===== src/rtl/pipeline_pkg.sv =====
// Shared pipeline types for the memory port arbiter.
// Owner and state encodings plus the fixed fetch byte mask.
package pipeline_pkg;

   typedef enum logic [1:0] {
      ARB_IDLE,
      ARB_IF,
      ARB_D
   } arb_state_t;

   typedef enum logic {
      OWNER_IF,
      OWNER_D
   } arb_owner_t;

   localparam logic [3:0] FETCH_BE = 4'hF;

endpackage


===== src/rtl/mem_port_arbiter.sv =====
// Single memory port shared by fetch and load/store.
// Data-priority arbitration with fetch starvation guard and flush drop.
module mem_port_arbiter
   import pipeline_pkg::*;
#(
   parameter int unsigned STARVE_LIMIT = 4
) (
   input  logic        clock,
   input  logic        reset,
   input  logic        if_req,
   input  logic [31:0] if_addr,
   input  logic        if_flush,
   output logic        if_gnt,
   output logic        if_rvalid,
   output logic [31:0] if_rdata,
   input  logic        d_req,
   input  logic        d_we,
   input  logic [3:0]  d_be,
   input  logic [31:0] d_addr,
   input  logic [31:0] d_wdata,
   output logic        d_gnt,
   output logic        d_rvalid,
   output logic [31:0] d_rdata,
   output logic        mem_req,
   output logic        mem_we,
   output logic [3:0]  mem_be,
   output logic [31:0] mem_addr,
   output logic [31:0] mem_wdata,
   input  logic        mem_gnt,
   input  logic        mem_rvalid,
   input  logic [31:0] mem_rdata
);

   localparam logic [3:0] LIMIT = STARVE_LIMIT[3:0];

   arb_state_t state_q, state_d;
   arb_owner_t sel_q, sel_d;
   logic       lock_q, lock_d;
   logic       drop_q, drop_d;
   logic [3:0] starve_q, starve_d;

   arb_owner_t pick;
   arb_owner_t sel;
   logic       sel_req;
   logic [3:0] starve_inc;

   // Fresh choice: data first unless fetch has waited too long.
   always_comb begin
      pick = OWNER_D;
      if (d_req && (starve_q < LIMIT)) begin
         pick = OWNER_D;
      end else if (if_req) begin
         pick = OWNER_IF;
      end
   end

   // A stalled command keeps its requester until the bus accepts it.
   assign sel     = lock_q ? sel_q : pick;
   assign sel_req = (sel == OWNER_D) ? d_req : if_req;

   assign starve_inc = (starve_q == 4'hF) ? starve_q : starve_q + 4'd1;

   // Next state, command mux, grant and response routing.
   always_comb begin
      state_d   = state_q;
      sel_d     = sel_q;
      lock_d    = lock_q;
      drop_d    = drop_q;
      starve_d  = starve_q;
      if_gnt    = 1'b0;
      if_rvalid = 1'b0;
      if_rdata  = '0;
      d_gnt     = 1'b0;
      d_rvalid  = 1'b0;
      d_rdata   = '0;
      mem_req   = 1'b0;
      mem_we    = 1'b0;
      mem_be    = '0;
      mem_addr  = '0;
      mem_wdata = '0;
      case (state_q)
         ARB_IDLE: begin
            if (sel_req) begin
               mem_req = 1'b1;
               if (sel == OWNER_D) begin
                  mem_we    = d_we;
                  mem_be    = d_be;
                  mem_addr  = d_addr;
                  mem_wdata = d_wdata;
               end else begin
                  mem_be    = FETCH_BE;
                  mem_addr  = if_addr;
               end
               if (!mem_gnt) begin
                  lock_d = 1'b1;
                  sel_d  = sel;
               end else begin
                  lock_d = 1'b0;
                  if (sel == OWNER_D) begin
                     d_gnt    = 1'b1;
                     state_d  = ARB_D;
                     starve_d = if_req ? starve_inc : 4'd0;
                  end else begin
                     if_gnt   = 1'b1;
                     state_d  = ARB_IF;
                     starve_d = 4'd0;
                  end
               end
            end
         end
         ARB_IF: begin
            drop_d = drop_q | if_flush;
            if (mem_rvalid) begin
               if (!(drop_q || if_flush)) begin
                  if_rvalid = 1'b1;
                  if_rdata  = mem_rdata;
               end
               drop_d  = 1'b0;
               state_d = ARB_IDLE;
            end
         end
         ARB_D: begin
            if (mem_rvalid) begin
               d_rvalid = 1'b1;
               d_rdata  = mem_rdata;
               state_d  = ARB_IDLE;
            end
         end
         default: begin
            state_d = ARB_IDLE;
         end
      endcase
   end

   // State, lock, drop flag and starvation counter registers.
   always_ff @(posedge clock or negedge reset) begin
      if (!reset) begin
         state_q  <= ARB_IDLE;
         sel_q    <= OWNER_D;
         lock_q   <= 1'b0;
         drop_q   <= 1'b0;
         starve_q <= 4'd0;
      end else begin
         state_q  <= state_d;
         sel_q    <= sel_d;
         lock_q   <= lock_d;
         drop_q   <= drop_d;
         starve_q <= starve_d;
      end
   end

endmodule


===== config.mk =====
export PLATFORM = sky130hd
export DESIGN_NAME = mem_port_arbiter
export DESIGN_NICKNAME = d
export VERILOG_FILES = /design/src/rtl/pipeline_pkg.sv /design/src/rtl/mem_port_arbiter.sv
export SDC_FILE = /design/constraint.sdc
export NUM_CORES = 1
export LEC_CHECK = 0
export CAP_MARGIN = 20
export CORE_AREA = 2 2 107 109
export DETAILED_ROUTE_END_ITERATION = 10
export DIE_AREA = 0 0 109 111
export GPL_ROUTABILITY_DRIVEN = 1
export GPL_TIMING_DRIVEN = 0
export SLEW_MARGIN = 40
export SYNTH_ARGS = -nofsm -noshare
export SYNTH_HDL_FRONTEND = slang
export SYNTH_SLANG_ARGS = --single-unit

===== constraint.sdc =====
create_clock -name clock -period 2.2 [get_ports clock]
set_clock_uncertainty 0.2 [all_clocks]
set_input_delay 0.44 -clock clock [delete_from_list [all_inputs] [get_ports clock]]
set_output_delay 0.44 -clock clock [all_outputs]
set_load 0.02 [all_outputs]

==> impl_results.md <==
- Sequential power share: 5.5%
- Minimum clock period: 2621 ps
- Final worst slack: -421.2 ps
- Worst-path clk slew: 40 ps
- Final hold violation count: 0
- Register area share after synthesis: 11.88%
- #FFs+latches synth: 9
- Critical Path RT: 1560 ps
- PortBufs: 277
- VDD IR max: 0.6538 mV
- Vias: 3486
- Vias/cell: 4.527
- CP Data Arrival Time: 1980 ps
- Initial Utilization: 17.21%
- Most common cell after layout, fill and taps aside: clkdlybuf4s50_1
- Die Y-Extent: 111 um
- Die Wd: 109 um
- Layout cell share with drive strength beyond 1: 52.47%
- Mean post-synth cell area: 6.151 um^2
- Root buffer cell: clkbuf_16
- GRT overflow: 0
- Post-DP HPWL: 8831 um
- TNS Setup: -29240 ps
- Pwr Total: 6.684 mW
- WL final: 11780 um
- GRT Util Overall: 17.75%
- YS warnings: 0
- Routed wire per std cell: 15.29 um
- TritonCTS clock tree: yes
- Sw Ratio: 47.40%
- RSZ-0062 raised after global routing: true
- Clk sinks: 9
- Max Cap Viol: 0
- Clock Power Share: 4.9%
- Max Fclk: 381.5 MHz
- Worst Setup End Kind: primary output
- Pwr Density: 1113 nW/um^2
- Net Count, Synth: 454
- Clock Latency Late Sink: 240 ps
- CTS Buffer Depth: 2
- Worst Max-Slew Pin Slew: 421.5 ps
- Core area: 11080 um^2
- Die area: 12100 um^2
- Status: finished with violations
- LEAKAGE: 2.834 nW
- Cell area after synthesis: 1907 um^2
- Ports: 278
- P&R area growth vs syn: 214.8%
- Async SR Flop Fraction: 100.0%
- Number of enable flip-flop cells after synthesis: 0
- Placer congestion estimate: 0.8184
- Post-layout nets: 772
- # diodes: 0
- Final routed DRC violation total: 0
- P_int: 3.516 mW
- Main synth FF type: dfrtp_1
- Largest net degree at the start of global routing: 11
- Vias in the first global route: 3434
- Hold Crit Class: in2async
- Rows: 39
- Final ANT Viol Nets: 0
- Combinational fraction of design power: 89.6%
- Worst slew margin: 71.81%
- Global-route wire length before repair: 17600 um
- DR iter-0 viols: 91
- Syn Inst Count: 310
- Period utilization: 119.1%
- CP Max Fanout: 10
- Slew Viols, Final: 0
- Num CTS Buffers: 3
- Initial antenna violation count: 0
- H-tree lvl count: 1
- Iteration count of the initial detailed-routing pass: 4
- Failing checks: negative setup slack
- Commonest cells after routing, fill and taps aside: 134 x clkdlybuf4s50_1, 121 x buf_6, 66 x nand2_1, 35 x and3_1, 33 x and2_4
- Yosys cell types: 38
- Critical setup path kind: reg2out
- Type of origin of the critical path: flop
- Sw Pwr: 3.168 mW
- Final setup vio count: 105
[timing repair]
item / CTS / global route
buffers inserted: 26 / 8
hold buffers: 0 / 0
gates cloned: 4 / 3
gates resized for setup: 732 / 189
pin swaps: 9 / 27
endpoints found under the setup margin: 142 / 136
[kinds of logic (layout without fill, tap and decap cells)]
group                    Yosys count  count (layout)  share of synthesized area [%]
AND/OR/NAND/NOR                  204             204                          56.96
AO/OA/AOI/OAI                     53              53                          16.80
buffers and inverters             39             356                          11.22
flip-flops                         9               9                          11.88
adder cells (fa/ha/maj)            4               4                          2.625
multiplexers                       1               1                         0.5250
[worst max-delay path, stage by stage (launching register included)]
cell and delay [ps]:
dfrtp_2 440, and2_4 180, o31a_1 300, buf_6 140
o21ai_4 190, buf_6 150, buf_12 140, inv_1 50
buf_2 150
[path summary, 6_finish.rpt]
path	from	end	slack, ps	cells after the start
min	reset	drop_q$_DFFE_PN0P_	310	1
max reg2reg	lock_q$_DFFE_PN0P_	starve_q[1]$_DFFE_PN0P_	90	9
max in group asynchronous	reset	sel_q$_DFFE_PN1P_	1170	1
max	lock_q$_DFFE_PN0P_	mem_req	-420	8
min reg2reg	sel_q$_DFFE_PN1P_	sel_q$_DFFE_PN1P_	340	2
min in group clock	sel_q$_DFFE_PN1P_	sel_q$_DFFE_PN1P_	340	2
[final cells by class]
cell class / instances / area [um^2]
timing repair buffer: 316 / 3187
multi-input combinational: 262 / 1997
clock buffer: 3 / 75.07
buffer: 27 / 297.8
tap: 143 / 178.9
inverter: 9 / 33.78
sequential: 9 / 229.0
clock inverter: 1 / 5.005
fill: 1047 / 5074
[registers in the layout, indices dropped and copies added (netlist names)]
name / flops
drop_q: 1
starve_q: 4
sel_q: 1
state_q: 2
lock_q: 1
[stage by stage]
step	area, um^2	utilization, %	hold WS, ps	std cells	setup slack (ps)
after global placement	4986	45.01	312.1	730	-1328
after detailed placement	4986	45.01	322.4	730	-1319
final	6003	54.20	306.8	770	-421.2
after CTS	5618	50.72	331.3	764	-449.0
after floorplan	2034	-	-55.59	310	-32.59
after global routing	6003	54.20	357.7	770	-515.9
[per-layer routing]
layer | track usage (%) | vias to the layer above | wire length, um | part of all wire [%]
met1 | 19.76 | 1608 | 4381 | 37
li1 | - | 1700 | - | -
met2 | 34.12 | 172 | 6236 | 53
met3 | 3.292 | 6 | 1066 | 9.1
met5 | 0 | - | 0 | 0
met4 | 3.590 | 0 | 93 | 0.79
[Yosys cell counts (2+ instances only)]
library cell	instances	area, um^2
a21oi_1	34	170.2
a21oi_2	2	17.52
and2_1	35	219.0
and3_1	65	406.6
buf_2	7	35.03
buf_6	7	78.83
clkbuf_1	13	48.80
clkbuf_2	2	10.01
dfrtp_1	8	200.2
ha_1	4	50.05
inv_1	9	33.78
nand2_1	71	266.5
nand3_1	7	35.03
nand4_1	4	25.02
nor2_1	12	45.04
nor3_1	2	10.01
o211ai_1	4	30.03
o21ai_0	4	20.02
[power by group through the flow]
| stage | combinational (mW) | sequential [mW] | clock [mW] |
|---|---|---|---|
| global route | 6.39 | 0.377 | 0.347 |
| CTS | 5.53 | 0.364 | 0.330 |
| detailed placement | 4.50 | 0.350 | 0 |
| floorplan | 2.63 | 0.326 | 0 |
| finish | 5.99 | 0.368 | 0.327 |
| global placement | 4.46 | 0.346 | 0 |
(Power assumes the default switching activity.)
